[config.mk]
export PLATFORM = sky130hd
export DESIGN_NAME = bcd_scan_counter
export DESIGN_NICKNAME = d
export VERILOG_FILES = /design/src/rtl/bcd_disp_pkg.sv /design/src/rtl/bcd_digit_cell.sv /design/src/rtl/bcd_scan_counter.sv
export SDC_FILE = /design/constraint.sdc
export NUM_CORES = 1
export LEC_CHECK = 0
export CAP_MARGIN = 5
export CORE_MARGIN = 4
export CORE_UTILIZATION = 50
export DETAILED_ROUTE_END_ITERATION = 6
export PLACE_DENSITY = 0.7
export SLEW_MARGIN = 20
export SYNTH_ARGS = -nofsm -noshare
export SYNTH_HDL_FRONTEND = slang
export SYNTH_SLANG_ARGS = --single-unit
[constraint.sdc]
create_clock -name clk -period 3.19 [get_ports clk]
set_clock_uncertainty 0.1 [all_clocks]
set_input_delay 0.4785 -clock clk [delete_from_list [all_inputs] [get_ports clk]]
set_output_delay 0.4785 -clock clk [all_outputs]
set_load 0.02 [all_outputs]
[src/rtl/bcd_disp_pkg.sv]
// ============================================================================
// Module      : bcd_disp_pkg
// Description : Shared BCD widths/limits and the anode-select helper.
// Revision    : 1.0 - initial release
// ============================================================================
`default_nettype none

package bcd_disp_pkg;

    localparam int         BCD_W      = 4;
    localparam logic [3:0] BCD_MAX    = 4'd9;
    localparam logic [3:0] BCD_MIN    = 4'd0;
    localparam int         MAX_DIGITS = 8;

    // One-hot active-low select for up to MAX_DIGITS digits.
    function automatic logic [MAX_DIGITS-1:0] anode_from_idx(input logic [2:0] idx);
        return ~(8'b1 << idx);
    endfunction

endpackage

`default_nettype wire

[src/rtl/bcd_digit_cell.sv]
// ============================================================================
// Module      : bcd_digit_cell
// Description : One BCD digit register with increment/decrement and ripple
//               carry/borrow, plus synchronous clear.
// Revision    : 1.0 - initial release
// ============================================================================
`default_nettype none

module bcd_digit_cell
    import bcd_disp_pkg::*;
(
    input  logic             clk,
    input  logic             reset,
    input  logic             clr_i,
    input  logic             step_i,
    input  logic             up_i,
    output logic [BCD_W-1:0] digit_o,
    output logic             carry_o
);

    logic [BCD_W-1:0] digit_q;
    logic [BCD_W-1:0] digit_d;

    always_comb begin
        digit_d = digit_q;
        carry_o = 1'b0;
        if (clr_i) begin
            digit_d = BCD_MIN;
        end else if (step_i) begin
            if (up_i) begin
                // >= keeps any out-of-range value funnelled back to 0
                if (digit_q >= BCD_MAX) begin
                    digit_d = BCD_MIN;
                    carry_o = 1'b1;
                end else begin
                    digit_d = digit_q + 1'b1;
                end
            end else begin
                if (digit_q == BCD_MIN || digit_q > BCD_MAX) begin
                    digit_d = BCD_MAX;
                    carry_o = 1'b1;
                end else begin
                    digit_d = digit_q - 1'b1;
                end
            end
        end
    end

    always_ff @(posedge clk) begin
        if (reset) begin
            digit_q <= BCD_MIN;
        end else begin
            digit_q <= digit_d;
        end
    end

    assign digit_o = digit_q;

endmodule

`default_nettype wire

[src/rtl/bcd_scan_counter.sv]
// ============================================================================
// Module      : bcd_scan_counter
// Description : Multi-digit BCD up/down counter with a multiplexed display
//               scanner. Define BCD_SCAN_LEADING_ZERO_BLANK_EN to blank
//               leading-zero digit slots.
// Revision    : 1.0 - initial release
// ============================================================================
`default_nettype none

module bcd_scan_counter
    import bcd_disp_pkg::*;
#(
    parameter int NUM_DIGITS = 4,
    parameter int COUNT_DIV  = 50000,
    parameter int SCAN_DIV   = 1000
) (
    input  logic                        clk,
    input  logic                        reset,
    input  logic                        en,
    input  logic                        up_dn,
    input  logic                        clr,
    output logic [BCD_W*NUM_DIGITS-1:0] count_bcd,
    output logic                        carry_out,
    output logic [BCD_W-1:0]            digit_out,
    output logic [NUM_DIGITS-1:0]       anode
);

    localparam int CNT_W = (COUNT_DIV > 1) ? $clog2(COUNT_DIV) : 1;
    localparam int SCN_W = (SCAN_DIV > 1) ? $clog2(SCAN_DIV) : 1;
    localparam int IDX_W = (NUM_DIGITS > 1) ? $clog2(NUM_DIGITS) : 1;

    localparam logic [CNT_W-1:0] CNT_LAST = CNT_W'(COUNT_DIV - 1);
    localparam logic [SCN_W-1:0] SCN_LAST = SCN_W'(SCAN_DIV - 1);
    localparam logic [IDX_W-1:0] IDX_LAST = IDX_W'(NUM_DIGITS - 1);

    logic [CNT_W-1:0]            cnt_q,   cnt_d;
    logic [SCN_W-1:0]            scn_q,   scn_d;
    logic [IDX_W-1:0]            idx_q,   idx_d;
    logic                        carry_q, carry_d;
    logic [BCD_W-1:0]            digit_q, digit_d;
    logic [NUM_DIGITS-1:0]       anode_q, anode_d;

    logic                        w_tick;
    logic [NUM_DIGITS:0]         w_step;
    logic [BCD_W*NUM_DIGITS-1:0] w_count;

    always_comb begin
        w_tick = en && (cnt_q == CNT_LAST);
        cnt_d  = cnt_q;
        if (clr) begin
            cnt_d = '0;
        end else if (en) begin
            cnt_d = w_tick ? '0 : cnt_q + 1'b1;
        end

        scn_d = (scn_q == SCN_LAST) ? '0 : scn_q + 1'b1;
        idx_d = idx_q;
        if (scn_q == SCN_LAST) begin
            idx_d = (idx_q == IDX_LAST) ? '0 : idx_q + 1'b1;
        end
    end

    // Ripple chain: step into digit 0 is the tick, the last carry is the wrap.
    assign w_step[0] = w_tick && !clr;
    assign carry_d   = w_step[NUM_DIGITS];

    for (genvar g = 0; g < NUM_DIGITS; g++) begin : g_digit
        bcd_digit_cell u_cell (
            .clk     (clk),
            .reset   (reset),
            .clr_i   (clr),
            .step_i  (w_step[g]),
            .up_i    (up_dn),
            .digit_o (w_count[g*BCD_W +: BCD_W]),
            .carry_o (w_step[g+1])
        );
    end

`ifdef BCD_SCAN_LEADING_ZERO_BLANK_EN
    logic w_lz_run;
    logic w_blank;
`endif

    always_comb begin
        digit_d = '0;
        for (int i = 0; i < NUM_DIGITS; i++) begin
            if (idx_q == IDX_W'(i)) begin
                digit_d = w_count[i*BCD_W +: BCD_W];
            end
        end
        anode_d = NUM_DIGITS'(anode_from_idx(3'(idx_q)));
`ifdef BCD_SCAN_LEADING_ZERO_BLANK_EN
        // Walk down from the MSD; digit 0 is never considered for blanking.
        w_lz_run = 1'b1;
        w_blank  = 1'b0;
        for (int i = NUM_DIGITS - 1; i >= 1; i--) begin
            w_lz_run = w_lz_run && (w_count[i*BCD_W +: BCD_W] == BCD_MIN);
            if (idx_q == IDX_W'(i) && w_lz_run) begin
                w_blank = 1'b1;
            end
        end
        if (w_blank) begin
            anode_d = '1;
        end
`endif
    end

    always_ff @(posedge clk) begin
        if (reset) begin
            cnt_q   <= '0;
            scn_q   <= '0;
            idx_q   <= '0;
            carry_q <= 1'b0;
            digit_q <= '0;
            anode_q <= NUM_DIGITS'(anode_from_idx(3'd0));
        end else begin
            cnt_q   <= cnt_d;
            scn_q   <= scn_d;
            idx_q   <= idx_d;
            carry_q <= carry_d;
            digit_q <= digit_d;
            anode_q <= anode_d;
        end
    end

    assign count_bcd = w_count;
    assign carry_out = carry_q;
    assign digit_out = digit_q;
    assign anode     = anode_q;

endmodule

`default_nettype wire

* Yosys cells after proc, flatten, opt, wreduce, memory -nomap -nowiden
Cells that the tools add are included.
Cells by class: add/subtract/negate cells 11, $lt $le $gt $ge 8, equality and inequality tests 5, shift operators 1, multiplexer cells 36, bitwise logic cells 2, reduce and logical (&&, ||, !) cells 15
Operator list (count):
- two-way mux 4 bit | 16
- two-way mux 1 bit | 18
- adder 16 x 1 -> 16 bit (second input constant) | 1
- adder 4 x 1 -> 4 bit (second input constant) | 4
- == test 16 bit (second input constant) | 1
- greater-or-equal comparator 4 bit (second input constant) | 4
- greater-than comparator 4 bit (second input constant) | 4
- logical NOT 4 bit | 4
- two-way mux 16 bit | 1
- subtractor 4 x 1 -> 4 bit (second input constant) | 4
- adder 10 x 1 -> 10 bit (second input constant) | 1
- == test 10 bit (second input constant) | 1
- == test 2 bit (second input constant) | 2
- logical OR 1 bit | 4
- NOT 4 bit | 1
- OR reduction 2 bit | 2
- << shifter 1 x 2 -> 4 bit (first input constant) | 1
- OR reduction 3 bit | 1
- adder 2 x 1 -> 2 bit (second input constant) | 1
- == test 2 x 1 -> 1 bit (second input constant) | 1
- logical AND 1 bit | 2
- logical NOT 2 bit | 1
- two-way mux 2 bit | 1
- logical NOT 1 bit | 1
- NOT 1 bit | 1
Storage, ports and cells: register bits 53, input port bits 5, output and inout bits 25, word-level logic and storage cells 88

* Depth between registers and ports, before layout
Gate-level depths: netlist of the first run.
word-level depth 12, gate-level depth with buffers 8, depth with buffers taken out 7

* By module
From an unflattened synthesis of the first run, not the netlist that was laid out.
Unflattened totals: cells, all modules 378, area, all modules 3180.6 µm²
By module, submodules not included:
- bcd_scan_counter | times used 1, cells an instance 182, area each 1629.1 µm², sequential area each 740.7 µm²
- bcd_digit_cell | times used 4, cells an instance 49, area each 387.9 µm², sequential area each 80.1 µm²

* Worst setup path after synthesis of the first run
Ideal clock, no wire load.
path kind input to register, from in en, to reg g_digit[3].u_cell.digit_q[1], library setup time 0.122 ns, data arrival time 2.158 ns, required time 2.968 ns, path slack 0.809 ns, stages on the path 6, path buffers 1, cell sequence clkbuf_1 > nand4_1 > or4_4 > a2111oi_4 > nand2_2 > mux2i_1
Between the ends: word-level cells in the longest chain between the ends 8
Ends and longest elaborated chain:
- from (decl) | RTL line bcd_scan_counter.sv:19 | input logic en,
- logical AND 1 bit | RTL line bcd_scan_counter.sv:48 | w_tick = en && (cnt_q == CNT_LAST);
- logical AND 1 bit | RTL line bcd_scan_counter.sv:64 | assign w_step[0] = w_tick && !clr;
- two-way mux 1 bit | RTL line bcd_digit_cell.sv:29 | end else if (step_i) begin
- two-way mux 1 bit | RTL line bcd_digit_cell.sv:27 | if (clr_i) begin
- two-way mux 1 bit | RTL line bcd_digit_cell.sv:29
- two-way mux 1 bit | RTL line bcd_digit_cell.sv:27
- two-way mux 1 bit | RTL line bcd_digit_cell.sv:29
- two-way mux 1 bit | RTL line bcd_digit_cell.sv:27
- to (signal assigned) | RTL line bcd_digit_cell.sv:53 | digit_q <= digit_d;
- to (decl) | RTL line bcd_digit_cell.sv:21 | logic [BCD_W-1:0] digit_q;
No other way between the ends. A chain may end at the register's enable or synchronous reset.

* Worst setup path in the final report of the first run
from reg cnt_q[7], to reg g_digit[3].u_cell.digit_q[0]
Between the ends: word-level cells in the longest chain between the ends 9
Ends and longest elaborated chain:
- from (decl) | RTL line bcd_scan_counter.sv:36 | logic [CNT_W-1:0] cnt_q, cnt_d;
- from (signal assigned) | RTL line bcd_scan_counter.sv:117 | cnt_q <= cnt_d;
- == test 16 bit | RTL line bcd_scan_counter.sv:48
- logical AND 1 bit | RTL line bcd_scan_counter.sv:48
- logical AND 1 bit | RTL line bcd_scan_counter.sv:64
- two-way mux 1 bit | RTL line bcd_digit_cell.sv:29
- two-way mux 1 bit | RTL line bcd_digit_cell.sv:27
- two-way mux 1 bit | RTL line bcd_digit_cell.sv:29
- two-way mux 1 bit | RTL line bcd_digit_cell.sv:27
- two-way mux 1 bit | RTL line bcd_digit_cell.sv:29
- two-way mux 1 bit | RTL line bcd_digit_cell.sv:27
No other way between the ends.

==> results of run 1 <==
[stage by stage]
stage	util [%]	hold WS (ps)	std cells	setup slack, ps	power, mW
3_5_place_dp	58.3	334	484	325	0.741
6_report	60.3	344	492	606	1.21
3_3_place_gp	58.3	331	484	369	0.740
2_1_floorplan	-	313	398	809	0.724
5_1_grt	60.3	383	492	451	1.25
4_1_cts	60.3	349	492	586	1.22
[cells by family (layout without fill, tap and decap cells)]
group	count (synthesis)	count (layout)	synth area share (%)
AO/OA/AOI/OAI	90	90	18.7
XOR/XNOR	22	22	6.07
adder cells (fa/ha/maj)	19	19	7.49
buffers and inverters	42	61	4.96
flip-flops	53	53	33.4
multiplexers	11	11	3.51
AND/OR/NAND/NOR	161	161	25.9
[flip-flops by register name (all words and copies together) (netlist names)]
signal and cells:
scn_q 10, g_digit.u_cell.digit_o 16, cnt_q 16, anode 4, carry_out 1, digit_out 4
idx_q 2
[synth_stat cells, drive strengths merged, types with 3 or more instances]
cell / count / share of area, %
o21bai: 5 / 1.2
o21ai: 17 / 2.7
mux2i: 10 / 3.2
nand4b: 3 / 0.83
a31oi: 4 / 0.79
inv: 18 / 2.1
clkbuf: 24 / 2.8
nor3: 14 / 2.4
nand2b: 13 / 2.6
ha: 19 / 7.5
xor2: 13 / 3.6
or3b: 3 / 0.83
nand3: 10 / 1.6
nand2: 36 / 4.3
o211ai: 3 / 0.71
a21oi: 29 / 4.6
and3: 4 / 0.79
dfxtp: 53 / 33
and3b: 3 / 0.83
or4: 3 / 0.83
nor2b: 4 / 0.79
a211o: 4 / 1.1
nand4: 6 / 1.2
nor2: 49 / 5.8
a211oi: 10 / 2.4
xnor2: 9 / 2.5
[worst reg2reg max path: stages, from the launching register on]
cell	delay, ps
dfxtp_1	340
or4b_1	530
or4_4	650
a2111oi_4	520
nand2_2	180
o21ai_0	200
[cell type report]
type	count	area share, %
clock buffer	6	2.27
clock inverter	2	1.03
inverter	18	1.86
multi-input combinational	303	53.8
sequential	53	29.2
tap	75	2.58
timing repair buffer	35	9.23
[per-layer routing]
layer	global-route usage (%)	up-vias	wire [um]
met5	0	-	0
met4	5.44	0	58
met3	2.54	4	255
met2	33.1	58	3350
met1	24.1	1274	3160
li1	-	1424	-
[cells in the final DEF (no fill, tap or decap), types with 2 or more instances in the layout]
cell and n:
nand3_1 10, or4b_1 2, clkdlybuf4s50_1 29, o21ai_0 17, nand4b_1 3, nand4_1 6, or4_1 2, nand2_1 35
xnor2_1 9, o21bai_1 5, nor3_1 13, a31oi_1 4, a211oi_1 10, inv_1 18, a211o_1 4, mux2i_1 10
or3b_2 3, nor2_1 49, o31ai_1 2, buf_4 6, dfxtp_1 53, ha_1 19, and3_1 4, a21oi_1 29
a21o_1 2, o211ai_1 3, or3_1 2, clkbuf_8 6, and2_1 2, nor3b_1 2, a22o_1 2, nor2b_1 4
xor2_1 13, nand2b_1 13, and3b_1 3
[power groups by stage]
stage	Sequential, mW	Combinational (mW)	Clock [mW]
4_1_cts	0.668	0.0583	0.491
6_report	0.668	0.0577	0.480
2_1_floorplan	0.683	0.0408	0
3_5_place_dp	0.684	0.0577	0
3_3_place_gp	0.683	0.0570	0
5_1_grt	0.669	0.0650	0.518
[final timing paths]
check | depth (start not counted) | slack (ps) | end
hold / removal | 1 | 340 | scn_q[0]
hold reg to reg | 1 | 340 | scn_q[0]
setup reg to reg | 5 | 610 | g_digit[3].u_cell.digit_o[0]
setup / recovery | 5 | 610 | g_digit[3].u_cell.digit_o[0]
==> flow_summary.json, run 1 <==
{
  "outcome": "completed",
  "synthArstFlopShare_pct": 0,
  "avgSynthCellArea_sq_um": 7.98,
  "path_class": "reg -> reg",
  "max-slew-margin-rel_pct": 56.3,
  "cp_max_fo": 13,
  "cts_buffers": 5,
  "hpwl_um": 4810,
  "clk_root_buffer_cell": "clkbuf_8",
  "fill_cells": 530,
  "row_count": 28,
  "cts_resized": 0,
  "arrival_ps": 2720,
  "p_sw_share_pct": 21.8,
  "die_y_um": 87.7,
  "nNetsFinal": 440,
  "hold_start": "scn_q[0]",
  "dieArea_sq_um": 7690,
  "cp_top_family": "simple AND/OR/NAND/NOR gates",
  "fin_tns_setup_ps": 0,
  "synth_edf_count": 0,
  "grtUsageTotal_pct": 18.9,
  "antenna_found_initial": 0,
  "area.sequential_sq_um": 1060,
  "grt_pass1_wl_um": 11900,
  "cap_violations": 0,
  "fp.coreArea_sq_um": 6030,
  "fmax_mhz": 387,
  "wl_per_cell_um": 13.9,
  "power_density_nw_per_um2": 332,
  "seqPwrFrac_pct": 55.4,
  "crit_required_ps": 3320,
  "grt.overflow.total": 0,
  "htreeDepth": 2,
  "clkLatencyLatePin_ps": 300,
  "areaGrowthSynthToFinish_pct": 14.5,
  "multi_input_area_sq_um": 1960,
  "yosys_warnings": 0,
  "hold_viol": 0,
  "detail-route-antenna-nets": 0,
  "drt_pass1_iterations": 4,
  "rr_startpoint": "cnt_q[7]",
  "switchingPower_mw": 0.263,
  "syn-num-nets": 422,
  "drc": 0,
  "synth_flop_cell": "dfxtp_1",
  "wl_um": 6820,
  "critPathMaxStageDelay_ps": 650,
  "route.vias.total": 2760,
  "holdCritPathClass": "reg -> reg",
  "cp_slowest_cell": "or4_4",
  "cts_tree": "built",
  "start_kind": "flop",
  "netlist_instances": 398,
  "ys_ff_latch": 53,
  "setup_viol": 0,
  "hold_buffers": 0,
  "post-cts-setup-buffer-count": 0,
  "grt_pass1_vias": 2573,
  "period_share_pct": 81.0,
  "clkPwrFrac_pct": 39.8,
  "yosysSeqAreaShare_pct": 33.4,
  "antenna_cells": 0,
  "power.internal_mw": 0.943,
  "cts_sinks": 53,
  "period_needed_ps": 2580,
  "power_frac_comb_pct": 4.8,
  "worst_pin_slew_ps": 652,
  "ir_worst_vdd_v": 0.000239,
  "start_util_pct": 52.7,
  "report.final.slew_viol_count": 0,
  "ios": 30,
  "die_w_um": 87.7,
  "drive_gt1_share_pct": 5.52,
  "viasPerCell": 5.61,
  "syn_area_sq_um": 3180,
  "port_buffers": 29,
  "cp_num_buf_inv": 0,
  "final_area_sq_um": 3630,
  "grt_max_degree": 29,
  "rsz0062_at_grt": "false",
  "clockBufferDepth": 2,
  "placed_area_sq_um": 3510,
  "path_cells": "or4b_1, or4_4, a2111oi_4, nand2_2, o21ai_0",
  "routabilityCongestion": 0.861,
  "yosysUniqueCellTypes": 54,
  "drt_iter0_drc": 163,
  "p_leak_nw": 1.29,
  "endpoint_kind": "flop",
  "clkSlewWorstSetupHoldPaths_ps": 100,
  "critPathLaunch": "cnt_q[7]"
}
Note: power is estimated with default switching activity, not from simulation.
==> run 2: changes to the inputs <==
==> constraint.sdc (replaced) <==
create_clock -name clk -period 2.51 [get_ports clk]
set_clock_uncertainty 0.1 [all_clocks]
set_input_delay 0.3765 -clock clk [delete_from_list [all_inputs] [get_ports clk]]
set_output_delay 0.3765 -clock clk [all_outputs]
set_load 0.02 [all_outputs]
==> run 2 against run 1 <==
Against the previous run:
- global-route usage increased by 0.97 points
- combinational power up 39%
- register-to-register slack lost 480 ps
- via count is 1.4% higher
- power is 20% higher
- first-iteration DRC count shrank 4.3%
- cell count increased by 3.5%
- maximum frequency rose by 8.2%
- non-clock buffer count rose by 17
- hold slack better by 7.4 ps
==> flow_summary.json, run 2 (synthesis gave the netlist of run 1 again) <==
{
  "max-slew-margin-rel_pct": 57.5,
  "crit_required_ps": 2600,
  "cts_buffers": 5,
  "area.sequential_sq_um": 1060,
  "r2r_slack_ps": 120,
  "cts_tree": "built",
  "grtUsageMet1_pct": 26.4,
  "dieArea_sq_um": 7690,
  "clockBufferDepth": 2,
  "holdCritPathClass": "reg -> reg",
  "path_class": "reg -> reg",
  "drive_gt1_share_pct": 9.45,
  "clk_root_buffer_cell": "clkbuf_8",
  "endpoint_kind": "flop",
  "critPathLaunch": "cnt_q[7]",
  "final_cell_mix": "dfxtp_1, nor2_1, nand2_1",
  "start_util_pct": 52.7,
  "fmax_mhz": 419,
  "holdWs_ps": 352,
  "grt.overflow.total": 0,
  "p_leak_nw": 1.38,
  "wl_um": 7020,
  "rr_startpoint": "cnt_q[7]",
  "r2r-end": "g_digit[2].u_cell.digit_o[0]",
  "drt_iter0_drc": 156,
  "setup_viol": 0,
  "ios": 30,
  "antenna_found_initial": 0,
  "grt_pass1_wl_um": 12500,
  "power_density_nw_per_um2": 385,
  "setup.worst_path.end": "g_digit[2].u_cell.digit_o[0]",
  "areaGrowthSynthToFinish_pct": 18.4,
  "cts_sinks": 53,
  "hold_viol": 0,
  "port_buffers": 29,
  "grt_pass1_vias": 2646,
  "die_y_um": 87.7,
  "antenna_cells": 0,
  "final_common_cell": "dfxtp_1",
  "arrival_ps": 2480,
  "cts_resized": 0,
  "fin_ws_ps": 123,
  "fp.coreArea_sq_um": 6030,
  "clkSlewWorstSetupHoldPaths_ps": 100,
  "grtUsageTotal_pct": 19.8,
  "report.final.slew_viol_count": 0,
  "viasPerCell": 5.50,
  "grt_max_degree": 28,
  "post-cts-setup-buffer-count": 0,
  "rsz0062_at_grt": "false",
  "period_needed_ps": 2390,
  "wl_per_cell_um": 13.8,
  "hpwl_um": 5160,
  "hold_buffers": 0,
  "ir_worst_vdd_v": 0.000297,
  "grt-busiest-layer": "met2",
  "period_share_pct": 95.1,
  "fin_tns_setup_ps": 0,
  "fill_cells": 544,
  "use_met2_pct": 33.7,
  "cp_max_fo": 4,
  "cap_violations": 0,
  "route.vias.total": 2798,
  "routabilityCongestion": 0.866,
  "dpl_worst_slack_ps": -91.8,
  "drt_pass1_iterations": 4,
  "detail-route-antenna-nets": 0,
  "worst_pin_slew_ps": 634,
  "place_inst": 501,
  "row_count": 28,
  "r2r_cells": 5,
  "grt_util_met3_pct": 2.73,
  "outcome": "completed",
  "htreeDepth": 2,
  "finalNonFillerCells": 509,
  "clkLatencyLatePin_ps": 310,
  "drc": 0,
  "multi_input_area_sq_um": 1960,
  "die_w_um": 87.7,
  "nNetsFinal": 457,
  "start_kind": "flop"
}
run 2: through the flow:
step | util, % | area (sq um) | power [mW]
after floorplan | - | 3180 | 0.920
after CTS | 62.3 | 3750 | 1.47
after detailed placement | 60.7 | 3650 | 0.948
after global routing | 62.4 | 3760 | 1.51
after global placement | 60.7 | 3650 | 0.947
final | 62.4 | 3760 | 1.45
run 2: layout make-up:
| cell class | instances | share of cell area, % |
|---|---|---|
| Multi-Input combinational cell | 303 | 52.2 |
| Sequential cell | 53 | 28.2 |
| Timing Repair Buffer | 52 | 12.6 |
| Tap cell | 75 | 2.50 |
| Clock buffer | 6 | 2.20 |
| Inverter | 18 | 1.80 |
| Clock inverter | 2 | 0.466 |
run 2: metal layers:
metal	vias up	share of wire, %
met4	0	0.71
met5	-	0
met1	1291	49
li1	1461	-
met3	4	3.2
met2	42	47
run 2: worst min path at each step:
stage / startpoint / endpoint / cells after the start
after floorplan: scn_q[0] / scn_q[0] / 1
after global placement: scn_q[0] / scn_q[0] / 1
after detailed placement: scn_q[0] / scn_q[0] / 1
final: scn_q[0] / scn_q[0] / 1
after CTS: scn_q[0] / scn_q[0] / 1
after global routing: scn_q[0] / scn_q[0] / 1
run 2: critical path, stage by stage, from the launching register on:
cell,delay [ps]
dfxtp_1,340
or4b_1,540
or4_4,580
a2111o_1,460
nor3_1,200
a211oi_1,60
run 2: power by group:
group	switching, mW	internal [mW]
logic	0.0473	0.0330
registers	0.00371	0.845
clock network	0.288	0.230
total	0.339	1.11
